[src/rtl/timer_pkg.sv]
// Shared types and constants for the multi-channel cook timer.
package timer_pkg;

  typedef enum logic [1:0] {
    ST_IDLE  = 2'd0,
    ST_RUN   = 2'd1,
    ST_PAUSE = 2'd2,
    ST_ALARM = 2'd3
  } ch_state_t;

  localparam int SEC_MAX = 59;
  localparam int SEC_W   = 6;
  localparam int MIN_W   = 7;
  localparam int BCD_W   = 16;

endpackage

[src/rtl/bin_to_dec.sv]
// Binary 0..99 to two packed BCD digits {tens, ones}.
module bin_to_dec (
  input  logic [6:0] bin,
  output logic [7:0] bcd
);

  logic [3:0] tens;

  always_comb begin
    tens = 4'd0;
    for (int i = 1; i < 10; i++) begin
      if (bin >= 7'(i * 10)) tens = 4'(i);
    end
    bcd = {tens, 4'(bin - 7'(tens) * 7'd10)};
  end

endmodule

[src/rtl/timer_channel.sv]
// One countdown channel: min:sec value, IDLE/RUN/PAUSE/ALARM state and alarm auto-off counter.
module timer_channel
  import timer_pkg::*;
#(
  parameter int MAX_MIN       = 99,
  parameter int ALARM_TIMEOUT = 30
) (
  input  logic             clk,
  input  logic             reset_n,
  input  logic             tick,
  input  logic             start,
  input  logic             inc_sec,
  input  logic             inc_min,
  input  logic             off,
  input  logic             ack,
  output logic [MIN_W-1:0] min,
  output logic [SEC_W-1:0] sec,
  output ch_state_t        state
);

  localparam int ACNT_W = $clog2(ALARM_TIMEOUT + 1);

  ch_state_t         state_q, state_d;
  logic [MIN_W-1:0]  min_q, min_d, min_inc, min_dec;
  logic [SEC_W-1:0]  sec_q, sec_d, sec_inc, sec_dec;
  logic [ACNT_W-1:0] acnt_q, acnt_d;

  always_comb begin
    min_inc = (min_q == 7'(MAX_MIN)) ? '0 : min_q + 7'd1;
    sec_inc = (sec_q == 6'(SEC_MAX)) ? '0 : sec_q + 6'd1;
    if (sec_q != '0) begin
      min_dec = min_q;
      sec_dec = sec_q - 6'd1;
    end else begin
      min_dec = min_q - 7'd1;
      sec_dec = 6'(SEC_MAX);
    end

    state_d = state_q;
    min_d   = min_q;
    sec_d   = sec_q;
    acnt_d  = acnt_q;

    if (off || (ack && state_q == ST_ALARM)) begin
      state_d = ST_IDLE;
      min_d   = '0;
      sec_d   = '0;
      acnt_d  = '0;
    end else begin
      case (state_q)
        ST_IDLE: begin
          if (start) begin
            if (min_q != '0 || sec_q != '0) state_d = ST_RUN;
          end else if (inc_min) begin
            min_d = min_inc;
          end else if (inc_sec) begin
            sec_d = sec_inc;
          end
        end
        ST_PAUSE: begin
          // An edit that wraps the value to 00:00 leaves nothing to resume.
          if (start) begin
            state_d = ST_RUN;
          end else if (inc_min) begin
            min_d = min_inc;
            if (min_inc == '0 && sec_q == '0) state_d = ST_IDLE;
          end else if (inc_sec) begin
            sec_d = sec_inc;
            if (min_q == '0 && sec_inc == '0) state_d = ST_IDLE;
          end
        end
        ST_RUN: begin
          if (start) begin
            state_d = ST_PAUSE;
          end else if (tick) begin
            min_d = min_dec;
            sec_d = sec_dec;
            if (min_dec == '0 && sec_dec == '0) begin
              state_d = ST_ALARM;
              acnt_d  = '0;
            end
          end
        end
        ST_ALARM: begin
          if (tick) begin
            if (acnt_q == ACNT_W'(ALARM_TIMEOUT - 1)) begin
              state_d = ST_IDLE;
              acnt_d  = '0;
            end else begin
              acnt_d = acnt_q + 1'b1;
            end
          end
        end
        default: state_d = ST_IDLE;
      endcase
    end
  end

  always_ff @(posedge clk) begin
    if (!reset_n) begin
      state_q <= ST_IDLE;
      min_q   <= '0;
      sec_q   <= '0;
      acnt_q  <= '0;
    end else begin
      state_q <= state_d;
      min_q   <= min_d;
      sec_q   <= sec_d;
      acnt_q  <= acnt_d;
    end
  end

  assign min   = min_q;
  assign sec   = sec_q;
  assign state = state_q;

endmodule

[src/rtl/multi_cook_timer.sv]
// N-channel cook timer: shared 1 s prescaler, channel select, button demux and BCD display of the selected channel.
module multi_cook_timer
  import timer_pkg::*;
#(
  parameter int CH_NUM        = 4,
  parameter int TICK_DIV      = 100_000_000,
  parameter int MAX_MIN       = 99,
  parameter int ALARM_TIMEOUT = 30
) (
  input  logic                      clk,
  input  logic                      reset_n,
  input  logic                      btn_start,
  input  logic                      btn_inc_sec,
  input  logic                      btn_inc_min,
  input  logic                      btn_sel,
  input  logic                      btn_off,
  output logic [$clog2(CH_NUM)-1:0] sel,
  output logic [BCD_W-1:0]          disp_bcd,
  output logic [CH_NUM-1:0]         running,
  output logic [CH_NUM-1:0]         alarm,
  output logic                      alarm_any
);

  localparam int SEL_W = $clog2(CH_NUM);
  localparam int PRE_W = $clog2(TICK_DIV);

  logic [PRE_W-1:0] pre_q, pre_d;
  logic [SEL_W-1:0] sel_q, sel_d;
  logic [BCD_W-1:0] disp_q, disp_d;
  logic             tick;

  logic [MIN_W-1:0] ch_min [CH_NUM];
  logic [SEC_W-1:0] ch_sec [CH_NUM];
  ch_state_t        ch_state [CH_NUM];
  logic [7:0]       min_bcd, sec_bcd;

  genvar gi;
  generate
    for (gi = 0; gi < CH_NUM; gi++) begin : g_ch
      logic hit;
      // Local buttons target the pre-update selection; alarm acknowledge is broadcast.
      assign hit = (sel_q == SEL_W'(gi));

      timer_channel #(
        .MAX_MIN      (MAX_MIN),
        .ALARM_TIMEOUT(ALARM_TIMEOUT)
      ) u_ch (
        .clk    (clk),
        .reset_n(reset_n),
        .tick   (tick),
        .start  (btn_start & hit),
        .inc_sec(btn_inc_sec & hit),
        .inc_min(btn_inc_min & hit),
        .off    (btn_off & ~alarm_any & hit),
        .ack    (btn_off & alarm_any),
        .min    (ch_min[gi]),
        .sec    (ch_sec[gi]),
        .state  (ch_state[gi])
      );

      assign running[gi] = (ch_state[gi] == ST_RUN);
      assign alarm[gi]   = (ch_state[gi] == ST_ALARM);
    end
  endgenerate

  assign alarm_any = |alarm;

  bin_to_dec u_min_bcd (.bin(ch_min[sel_q]),         .bcd(min_bcd));
  bin_to_dec u_sec_bcd (.bin({1'b0, ch_sec[sel_q]}), .bcd(sec_bcd));

  always_comb begin
    tick   = (pre_q == PRE_W'(TICK_DIV - 1));
    pre_d  = tick ? '0 : pre_q + 1'b1;
    sel_d  = sel_q;
    if (btn_sel) sel_d = (sel_q == SEL_W'(CH_NUM - 1)) ? '0 : sel_q + 1'b1;
    disp_d = {min_bcd, sec_bcd};
  end

  always_ff @(posedge clk) begin
    if (!reset_n) begin
      pre_q  <= '0;
      sel_q  <= '0;
      disp_q <= '0;
    end else begin
      pre_q  <= pre_d;
      sel_q  <= sel_d;
      disp_q <= disp_d;
    end
  end

  assign sel      = sel_q;
  assign disp_bcd = disp_q;

endmodule

[config.mk]
export PLATFORM = sky130hd
export DESIGN_NAME = multi_cook_timer
export DESIGN_NICKNAME = d
export VERILOG_FILES = /design/src/rtl/timer_pkg.sv /design/src/rtl/bin_to_dec.sv /design/src/rtl/timer_channel.sv /design/src/rtl/multi_cook_timer.sv
export SDC_FILE = /design/constraint.sdc
export NUM_CORES = 1
export LEC_CHECK = 0
export CAP_MARGIN = 20
export CELL_PAD_IN_SITES_DETAIL_PLACEMENT = 0
export CELL_PAD_IN_SITES_GLOBAL_PLACEMENT = 1
export CORE_MARGIN = 3
export CORE_UTILIZATION = 47
export DETAILED_ROUTE_END_ITERATION = 10
export GPL_TIMING_DRIVEN = 0
export PLACE_DENSITY = 0.82
export SYNTH_ARGS = -nofsm -noshare
export SYNTH_HDL_FRONTEND = slang
export SYNTH_SLANG_ARGS = --single-unit
export TNS_END_PERCENT = 50
[constraint.sdc]
create_clock -name clk -period 3.46 [get_ports clk]
set_input_delay 0.865 -clock clk [delete_from_list [all_inputs] [get_ports clk]]
set_output_delay 0.865 -clock clk [all_outputs]
set_load 0.1 [all_outputs]
Word-level counts from Yosys, hierarchy flattened
Index checks and enable logic that the tools add are counted.

storage, ports and cells
  flip-flop bits (word level) = 125
  word-level logic and storage cells = 433

cells by class
  equal/unequal tests = 92
  reductions and logical operators = 95
  order comparisons = 19
  multipliers = 2
  bitwise logic cells = 21
  $add $sub $neg = 24
  multiplexer cells = 161

operators with widths
  operator                                                             number
  7-bit two-way mux                                                    26
  6-bit two-way mux                                                    30
  2-bit two-way mux                                                    53
  5-bit two-way mux                                                    20
  7-bit logical NOT                                                    12
  6-bit logical NOT                                                    12
  2-bit by 1-bit != test with 1-bit output (second input constant)     32
  7-bit case mux with 2 select lines                                   4
  6-bit case mux with 2 select lines                                   4
  5-bit case mux with 2 select lines                                   4
  5-bit AND reduction                                                  8
  9-bit AND reduction                                                  4
  4-bit by 1-bit != test with 1-bit output (second input constant)     8
  2-bit case mux with 4 select lines                                   4
  7-bit by 1-bit adder with 7-bit output (second input constant)       4
  7-bit == test (second input constant)                                4
  7-bit nonzero test                                                   4
  7-bit by 1-bit subtractor with 7-bit output (second input constant)  4
  27-bit by 1-bit adder with 27-bit output (second input constant)     1
  27-bit == test (second input constant)                               1
  6-bit by 1-bit adder with 6-bit output (second input constant)       4
  6-bit == test (second input constant)                                4
  3-bit two-way mux                                                    8
  2-bit != test (second input constant)                                12
  other kinds (34)                                                     147

Longest topological paths before layout
Gate-level depths: netlist of run 1.

  depth after elaboration = 16
  depth in mapped cells = 13

Cells and area by module
Synthesis of run 1 repeated with hierarchy kept, for this count alone.

unflattened totals
  cells, all modules = 1380
  area, all modules = 10376.2 sq um

by module, submodules not included
  module                             cells each  area each (sq um)  instances
  timer_channel at g_ch[2].u_ch ...  254         1747.9             2
  multi_cook_timer                   271         2606.2             1
  timer_channel at g_ch[1].u_ch      253         1888.1             1
  timer_channel at g_ch[0].u_ch      254         1745.4             1
  bin_to_dec                         47          320.3              2

Worst setup path before layout of run 1
Ideal clock, no wire load.

  path type = reg-to-reg
  start point = reg sel_q[0], in the netlist sel[0]
  end point = reg disp_q[11], in the netlist disp_bcd[11]
  buffers on the path = 1
  setup time = 0.115 ns
  stages on the path, launching flop included = 12
  data arrival time = 3.533 ns
  slack = -0.188 ns
  cell sequence = dfxtp_1 buf_2 mux4_2 nor2b_1 a211oi_1 a221o_1 a22oi_1 ha_1 fa_1 xnor2_1 xnor2_1 and2_1

between the ends
  cells in the longest elaborated chain, start to end = 16

RTL lines
  what                                                     line                    text
  start, declared                                          multi_cook_timer.sv:28  logic [SEL_W-1:0] sel_q, sel_d;
  start signal, assigned                                   multi_cook_timer.sv:86  sel_q <= sel_d;
  2-bit NOT with 3-bit output (not written as such) *      multi_cook_timer.sv:68  bin_to_dec u_min_bcd (.bin(ch_min[sel_q]), .bcd(min_bcd));
  7-bit binary-select mux with 2-bit select *              multi_cook_timer.sv:68
  7-bit two-way mux (not written as such) * (2 in series)  multi_cook_timer.sv:68
  7-bit by 4-bit >= comparator with 1-bit output           bin_to_dec.sv:12        if (bin >= 7'(i * 10)) tens = 4'(i);
  1-bit two-way mux                                        bin_to_dec.sv:12
  2-bit two-way mux (2 in series)                          bin_to_dec.sv:12
  3-bit two-way mux (4 in series)                          bin_to_dec.sv:12
  4-bit two-way mux                                        bin_to_dec.sv:12
  4-bit two-way mux *                                      bin_to_dec.sv:12
  via min_bcd[4]                                           multi_cook_timer.sv:35  logic [7:0] min_bcd, sec_bcd;
  4-bit by 3-bit multiplier with 3-bit output *            bin_to_dec.sv:14        bcd = {tens, 4'(bin - 7'(tens) * 7'd10)};
  4-bit subtractor *                                       bin_to_dec.sv:14
  end signal, assigned                                     multi_cook_timer.sv:87  disp_q <= disp_d;
  end, declared                                            multi_cook_timer.sv:29  logic [BCD_W-1:0] disp_q, disp_d;

The timed path passes the listed nets; every way through them passes the cells marked *. The select of a mux whose other input is x is not followed.
A chain may end at the register's enable or synchronous reset.

Worst setup path after layout of run 1
  start point = reg g_ch[1].u_ch.state_q[0]
  end point = out alarm[1]

between the ends
  cells in the longest elaborated chain, start to end = 1

RTL lines
  what                    line                    text
  start, declared         timer_channel.sv:23     ch_state_t state_q, state_d;
  start signal, assigned  timer_channel.sv:106    state_q <= state_d;
  2-bit == test           multi_cook_timer.sv:62  assign alarm[gi] = (ch_state[gi] == ST_ALARM);
  end, declared           multi_cook_timer.sv:20  output logic [CH_NUM-1:0] alarm,

Every way passes these cells.

==> impl_metrics.tcl, run 1 <==
set metrics [dict create \
    final_util_pct 54.39 \
    first_global_vias 8499 \
    power_switching_mw 1.221 \
    antenna_left 0 \
    cp_slowest_cell "clkdlybuf4s15_1" \
    crit_required_ps 2590 \
    power_frac_seq_pct 38.3 \
    ys_ff_latch 124 \
    syn-num-nets 1306 \
    die_y_um 147.6 \
    worst_setup_path_start_kind "register" \
    num_antenna_cells 0 \
    wl_per_cell_um 18.43 \
    timing.fmax_mhz 297.5 \
    path_clk_slew_ps 70 \
    clkPwrFrac_pct 47.7 \
    grt_max_degree 17 \
    intPower_mw 2.648 \
    finalHoldViolCount 0 \
    setup_viol 0 \
    async_flop_share_pct 0 \
    die-width_um 147.6 \
    htree_levels 4 \
    fin_skew_ps 9.852 \
    finalNetCount 1356 \
    ys_warn_count 0 \
    finalCriticalPeriod_ps 3361 \
    rsz0062_at_grt "true" \
    synth_top_area_cell "dfxtp_1" \
    vias 9488 \
    power.density_nw_per_um2 363.1 \
    yosysMostFrequentCell "nor2_1" \
    dieArea_um2 21770 \
    synth_edf_count 0 \
    synth-main-ff-cell "dfxtp_1" \
    power_mw 3.869 \
    slew_violations 0 \
    setup_tns_ps 0 \
    cts_tree "yes" \
    numCtsBuffers 17 \
    grt_pass1_wl_mm 46.21 \
    dr.first_iter.drc_count 948 \
    drtPass1Iterations 5 \
    hold_path.class "reg -> reg" \
    drive_gt1_share_pct 7.105 \
    clock_latency_ps 430 \
    placementRows 51 \
    routed_via_density 6.028 \
    path_class "reg -> out" \
    grt_usage_pct 26.36 \
    io_pins 34 \
    min_period_over_period_pct 97.14 \
    syn_area_per_cell_um2 7.558 \
    routed_wl_mm 29.01 \
    numPortBuffers 31 \
    status "finished clean" \
    postCtsSetupBuffers 0 \
    syn-cell-area_um2 9418 \
    tightest_slew_ps 1230 \
    numClockSinks 124 \
    drc 0 \
    synthCells 1246 \
    yosys-top-cells-count "nor2_1, dfxtp_1, nand2_1" \
    cap_violations 0 \
    post-dp-hpwl_mm 21.08 \
    p_sw_share_pct 31.56 \
    relSlewSlack_pct 17.71 \
    whs_ps 458.2 \
    core_um2 19590 \
    path_cells "clkbuf_1 > nand2_1 > inv_1 > clkdlybuf4s15_1" \
    yosysUniqueCellTypes 91 \
    end_kind "output pin" \
    synth_top_area_share_pct 26.36 \
    grt.overflow.total 0 \
    gp_congestion 0.9626 \
    clockBufferDepth 2 \
    start_util_pct 48.07 \
    grt_antenna_before_repair 1 \
    synth_area_leaders "dfxtp_1, ha_1, nor2_1" \
    syn_to_final_growth_pct 13.14 \
    vdd_drop_max_v 0.0003581 \
    p_comb_share_pct 14.0 \
    cts-root-buf "clkbuf_16" \
    cp_max_fo 10 \
    place_area_um2 10060 \
    leakagePower_nw 3.807 \
    cpPeakStageDelay_ps 860 \
    fin_area_um2 10660 \
    critPathArrivalTime_ps 2500 \
    synth-seq-area-share_pct 26.36 \
]
## cell usage in the layout (no fill, tap or decap), types with 27 or more instances in the layout
cell type / n
nor2_1: 139
xor2_1: 34
nor3_1: 34
dfxtp_1: 123
inv_1: 49
a21oi_1: 86
nand2_1: 122
xnor2_1: 27
ha_1: 51
nand3_1: 47
nand4_1: 34
clkbuf_1: 69
o21ai_0: 64
## power by group through the flow
| stage | Clock, mW | Sequential (mW) | Combinational, mW |
|---|---|---|---|
| after global placement | 0 | 1.51 | 0.532 |
| after global routing | 1.94 | 1.48 | 0.588 |
| after floorplan | 0 | 1.57 | 0.331 |
| final | 1.85 | 1.48 | 0.540 |
| after CTS | 1.87 | 1.48 | 0.535 |
| after detailed placement | 0 | 1.51 | 0.534 |
## per-layer routing
metal | vias up | track usage [%] | routed length (um) | part of all wire, %
met3 | 50 | 4.476 | 1879 | 6.5
met1 | 4495 | 37.76 | 13590 | 47
li1 | 4632 | - | - | -
met5 | - | 0 | 0 | 0
met2 | 311 | 40.38 | 12740 | 44
met4 | 0 | 8.807 | 804 | 2.8
## registers in the layout, indices dropped and copies added (netlist names)
signal	flops
g_ch.u_ch.sec	24
g_ch.u_ch.min	28
pre_q	27
g_ch.u_ch.state	8
sel	2
disp_bcd	15
g_ch.u_ch.acnt_q	20
## worst max-delay path: cells and delay by family (launching register included)
kind | cells | cell delay, ps
buffers and inverters | 3 | 1470
flip-flops | 1 | 340
AND/OR/NAND/NOR | 1 | 240
## cells by family after synthesis
kind of cell | count (synthesis) | synth area share (%)
AOI/OAI and AO/OA | 313 | 21.92
xor gates and xnor gates | 61 | 5.673
adders and majority gates | 54 | 7.307
buffers and inverters | 136 | 5.593
DFF | 124 | 26.36
muxes | 29 | 4.863
other | 1 | 0.03982
and+or+nand+nor | 528 | 28.24
## metrics by stage
step	setup slack, ps	cells
after floorplan	-97.99	1246
after global placement	-576.4	1542
after detailed placement	-522.8	1542
after CTS	2.806	1574
after global routing	-41.58	1574
final	98.89	1574
## cell type report
class | count | area (um2)
Timing Repair Buffer | 32 | 306.5
Clock buffer | 17 | 425.4
Buffer | 86 | 341.6
Clock inverter | 15 | 167.7
Sequential cell | 124 | 2484
Multi-Input combinational cell | 986 | 6415
Fill cell | 1956 | 8935
Tap cell | 265 | 331.6
Inverter | 49 | 183.9
## worst paths after layout
check             cells after the start                                  end                                from  slack, ps
hold reg to reg                       1                  pre_q[0]$_SDFF_PP0_                 pre_q[0]$_SDFF_PP0_        460
hold / removal                        1                  pre_q[0]$_SDFF_PP0_                 pre_q[0]$_SDFF_PP0_        460
setup / recovery                      4                             alarm[1]  g_ch[1].u_ch.state[0]$_SDFFE_PP0P_        100
setup reg to reg                     10  g_ch[3].u_ch.acnt_q[1]$_SDFFE_PP0P_    g_ch[3].u_ch.sec[0]$_SDFFE_PP0P_        220
## timing repair
item | in CTS | in global routing
resized for setup | 25 | 8
setup endpoints to repair | 9 | 7
hold buffers | 0 | 0
Power figures use the tool's default switching activity.
==> inputs of run 2 (changes only) <==
--- a/config.mk
+++ b/config.mk
@@ -10,3 +10,3 @@
 export CELL_PAD_IN_SITES_GLOBAL_PLACEMENT = 1
-export CORE_MARGIN = 3
+export CORE_MARGIN = 2
 export CORE_UTILIZATION = 47
--- a/constraint.sdc
+++ b/constraint.sdc
@@ -3,2 +3,2 @@
 set_output_delay 0.865 -clock clk [all_outputs]
-set_load 0.1 [all_outputs]
+set_load 0.01 [all_outputs]
==> run 2 against run 1 <==
Sequential share of layout area is 0.061 points lower. Clock power hardly changed. Combinational power is 16% lower. Design area is 0.21% higher. Clock skew is 2.3 ps higher. Sequential power hardly changed. Cell count stayed put. Via count is 1.2% higher. Largest power group unchanged.
==> impl_metrics.tcl, run 2 (synthesis gave the netlist of run 1 again) <==
set metrics [dict create \
    dieArea_um2 21190 \
    tightest_slew_ps 1216 \
    cp_max_fo 9 \
    regArea_um2 2482 \
    grt.overflow.total 0 \
    drtPass1Iterations 6 \
    relSlewSlack_pct 18.64 \
    hold_path.class "reg -> reg" \
    status "finished clean" \
    num-fill-cells 1889 \
    whs_ps 461.0 \
    power_mw 3.777 \
    numClockSinks 124 \
    grt_pass1_wl_mm 45.85 \
    grt_usage_pct 26.86 \
    setup_viol 0 \
    grt_antenna_before_repair 0 \
    path_clk_slew_ps 60 \
    timing.fmax_mhz 298.0 \
    grt_max_degree 17 \
    slew_violations 0 \
    syn_to_final_growth_pct 13.38 \
    numPortBuffers 31 \
    clockBufferDepth 2 \
    clock_latency_ps 440 \
    post-dp-hpwl_mm 21.03 \
    cts_tree "yes" \
    crit_required_ps 2590 \
    worst_setup_path_start_kind "register" \
    io_pins 34 \
    first_global_vias 8450 \
    largest_register_ff_count 28 \
    end_kind "output pin" \
    setup_tns_ps 0 \
    placementRows 51 \
    start_util_pct 48.07 \
    gp_congestion 0.9579 \
    ctsHoldBuffers 0 \
    final_common_cell "nor2_1" \
    routed_via_density 6.100 \
    vdd_drop_max_v 0.0003283 \
    dr.first_iter.drc_count 913 \
    htree_levels 4 \
    cts-root-buf "clkbuf_16" \
    rsz0062_at_grt "true" \
    antenna_left 0 \
    drive_gt1_share_pct 6.723 \
    drc 0 \
    routed_wl_mm 28.97 \
    finalNetCount 1356 \
    core_um2 19590 \
    power.density_nw_per_um2 353.8 \
    min_period_over_period_pct 96.98 \
    path_class "reg -> out" \
    num_antenna_cells 0 \
    leakagePower_nw 3.789 \
    fin_skew_ps 12.17 \
    vias 9602 \
    final_cell_mix "nor2_1, dfxtp_1, nand2_1, a21oi_1, clkbuf_1" \
    die_y_um 145.6 \
    wl_per_cell_um 18.41 \
    finalHoldViolCount 0 \
    critPathArrivalTime_ps 2490 \
    finalCriticalPeriod_ps 3356 \
    numCtsBuffers 17 \
    die-width_um 145.6 \
    cap_violations 0 \
    multiInputGateArea_um2 6415 \
]
[run 2: cell types whose count changed in the layout (fill, tap and decap cells not counted)]
cell / change
clkbuf_1: -1
clkbuf_4: +1
dlygate4sd2_1: -2
clkbuf_2: -1
buf_2: -2
dfxtp_1: +1
inv_1: -1
clkdlybuf4s50_1: +9
dfxtp_2: -1
clkdlybuf4s15_1: -1
buf_4: -1
inv_4: +1
clkdlybuf4s15_2: -2
[run 2: metal layers]
metal / vias up / wire (um) / track usage (%)
li1: 4634 / - / -
met1: 4525 / 13310 / 38.08
met2: 379 / 12570 / 40.66
met3: 64 / 2073 / 4.545
met4: 0 / 1011 / 10.64
met5: - / 0 / 0
[run 2: path summary, 6_finish.rpt]
check / from / to / slack [ps] / cells past startpoint
max: g_ch[3].u_ch.state[0]$_SDFFE_PP0P_ / alarm_any / 100 / 6
min: pre_q[0]$_SDFF_PP0_ / pre_q[0]$_SDFF_PP0_ / 460 / 1
max reg2reg: sel[1]$_SDFFE_PN0P_ / disp_bcd[3]$_SDFF_PN0_ / 200 / 12
min reg2reg: pre_q[0]$_SDFF_PP0_ / pre_q[0]$_SDFF_PP0_ / 460 / 1
[run 2: area by class of cell]
| cell class | instances | area share (%) |
|---|---|---|
| Buffer | 86 | 3.258 |
| Clock buffer | 17 | 3.984 |
| Clock inverter | 15 | 1.570 |
| Inverter | 49 | 1.746 |
| Multi-Input combinational cell | 986 | 60.08 |
| Sequential cell | 124 | 23.25 |
| Tap cell | 265 | 3.105 |
| Timing Repair Buffer | 32 | 3.011 |
[run 2: metrics by stage]
| step | cell area, um2 | instances | util (%) | setup WS, ps |
|---|---|---|---|---|
| floorplan | 9418 | 1246 | - | 506.2 |
| global placement | 10060 | 1542 | 51.35 | 26.28 |
| detailed placement | 10060 | 1542 | 51.35 | 41.32 |
| CTS | 10660 | 1573 | 54.40 | 37.97 |
| global route | 10680 | 1574 | 54.51 | -1.777 |
| finish | 10680 | 1574 | 54.51 | 104.4 |
[run 2: critical path, cell delays in order (launching register included)]
cell and delay [ps]:
dfxtp_1 300, clkbuf_1 180, and2_1 200, clkbuf_1 280, nor4_2 530, inv_1 80
clkdlybuf4s50_1 490
[run 2: what timing repair did]
| item | CTS | global route |
|---|---|---|
| cloned | 0 | 0 |
| setup buffers | 0 | 0 |
| endpoints found under the setup margin | 3 | 4 |
| resized for setup | 4 | 5 |
[run 2: power by group]
part | internal, mW | leakage (nW) | switching (mW)
clock | 1.03 | 0.287 | 0.811
sequential | 1.45 | 1.00 | 0.0283
combinational | 0.167 | 2.50 | 0.289
total | 2.65 | 3.79 | 1.13
==> inputs of run 3 (changes only) <==
Settings changed: MAX_ROUTING_LAYER set to met4.
==> run 3 against run 2 <==
Worst hold slack lost 0.91 ps. Wire length about the same. Maximum frequency up 0.13%. Core utilization did not move. Worst setup slack gained 4.4 ps. Non-clock buffer count unchanged. Sequential cell count stayed put. Clock-buffer cell count unchanged. Clock skew fell by 1.3 ps. Largest power group unchanged.
==> impl_metrics.tcl, run 3 (synthesis gave the netlist of run 1 again) <==
set metrics [dict create \
    drtPass1Iterations 5 \
    vdd_drop_max_v 0.0003304 \
    cap_violations 0 \
    io_pins 34 \
    drc 0 \
    hp-start "pre_q[0]$_SDFF_PP0_" \
    fin_area_um2 10680 \
    path_class "reg -> out" \
    intPower_mw 2.649 \
    dpl.cell_count 1542 \
    final_cell_mix "nor2_1, dfxtp_1, nand2_1, a21oi_1, clkbuf_1" \
    timing.fmax_mhz 298.4 \
    finalHoldViolCount 0 \
    power.density_nw_per_um2 353.8 \
    slew_violations 0 \
    clock_latency_ps 440 \
    wl_per_cell_um 18.39 \
    grt.overflow.total 0 \
    relSlewSlack_pct 16.05 \
    routed_wl_mm 28.95 \
    antenna_left 0 \
    crit_required_ps 2590 \
    final_common_cell "nor2_1" \
    multiInputGateArea_um2 6415 \
    placementRows 51 \
    power_frac_seq_pct 39.2 \
    num-fill-cells 1889 \
    regArea_um2 2482 \
    routed_via_density 6.095 \
    place_area_um2 10060 \
    clockBufferDepth 2 \
    power_mw 3.777 \
    grt_max_degree 17 \
    cts-root-buf "clkbuf_16" \
    p_comb_share_pct 12.1 \
    crit_path_start "g_ch[3].u_ch.state[0]$_SDFFE_PP0P_" \
    routed.top_layer "met4" \
    grt_pass1_wl_mm 45.85 \
    timing.rr.start "sel[1]$_SDFFE_PN0P_" \
    setup_ws_ps 108.8 \
    path_cells "clkbuf_1 > and2_1 > clkbuf_1 > nor4_2 > inv_1 > clkdlybuf4s50_1" \
    vias 9593 \
    power_switching_mw 1.128 \
    core_um2 19590 \
    largest_register_ff_count 28 \
    drive_gt1_share_pct 6.723 \
    p_sw_share_pct 29.87 \
    grt_usage_pct 27.65 \
    start_util_pct 48.07 \
    worst_setup_path_start_kind "register" \
    num_antenna_cells 0 \
    post-place-ws_ps 41.32 \
    final_util_pct 54.51 \
    critPathArrivalTime_ps 2490 \
    wl_met3_mm 2.097 \
    first_global_vias 8454 \
    status "finished clean" \
    dr_wl_met2_mm 12.60 \
    wl_met1_mm 13.26 \
    fin_skew_ps 10.88 \
    tightest_slew_ps 1255 \
    leakagePower_nw 3.789 \
    dieArea_um2 21190 \
    die-width_um 145.6 \
    cp_slowest_cell "nor4_2" \
    die_y_um 145.6 \
    whs_ps 460.1 \
    cp.buffers_inverters 4 \
    finalCriticalPeriod_ps 3351 \
    setup_viol 0 \
    rsz0062_at_grt "true" \
    path_clk_slew_ps 60 \
    syn_to_final_growth_pct 13.38 \
    gp_congestion 0.9754 \
    grt_antenna_before_repair 0 \
    cp_max_fo 9 \
    cp_top_family "buffers and inverters" \
    htree_levels 4 \
    finalNetCount 1356 \
    clkPwrFrac_pct 48.7 \
    numPortBuffers 31 \
    dr.first_iter.drc_count 947 \
    cts_tree "yes" \
    setup_tns_ps 0 \
    crit_path_frequent_cell "clkbuf_1" \
    cpPeakStageDelay_ps 520 \
    hold_path.class "reg -> reg" \
    min_period_over_period_pct 96.86 \
    post-dp-hpwl_mm 21.03 \
    numCtsBuffers 17 \
    layout.cells.non_filler 1574 \
    end_kind "output pin" \
    numClockSinks 124 \
]
[run 3: cell counts in the layout (fill, tap and decap cells not counted)]
No cell type changed its count.
[run 3: worst paths after layout]
path	end	slack [ps]	depth (start not counted)
worst max-delay path	alarm_any	110	6
worst min-delay path	pre_q[0]$_SDFF_PP0_	460	1
worst max register to register	disp_bcd[3]$_SDFF_PN0_	200	12
worst min register to register	pre_q[0]$_SDFF_PP0_	460	1
[run 3: area by class of cell]
class | instances | share of cell area [%]
well taps | 265 | 3.105
multi-input cells | 986 | 60.08
clock inverters | 15 | 1.570
flip-flops and latches | 124 | 23.25
inverters | 49 | 1.746
repair buffers | 32 | 3.011
plain buffers | 86 | 3.258
clock buffers | 17 | 3.984
[run 3: power groups by stage]
stage	combinational, mW	sequential (mW)	clock, mW
floorplan	0.309	1.51	0
global placement	0.447	1.51	0
detailed placement	0.446	1.51	0
CTS	0.448	1.48	1.86
global route	0.498	1.48	1.93
finish	0.456	1.48	1.84
[run 3: per-layer routing]
| metal | GRT usage, % | up-vias |
|---|---|---|
| li1 | - | 4628 |
| met1 | 38.17 | 4520 |
| met2 | 40.59 | 385 |
| met3 | 4.420 | 60 |
| met4 | 10.64 | 0 |
| met5 | - | - |
[run 3: worst reg2reg max path, cell delays in order (launching register included)]
cell and delay, ps:
dfxtp_1 430, clkbuf_1 280, clkbuf_4 310, mux4_2 590, nand2b_1 140, o22ai_1 90, o21ai_0 150, o21a_1 200
ha_1 160, inv_1 50, fa_1 430, xnor2_1 130, and2_1 180
[run 3: repair_timing]
item,in CTS,in global routing
gates resized for setup,4,5
setup endpoints to repair,3,4
hold buffers,0,0
setup buffers,0,0
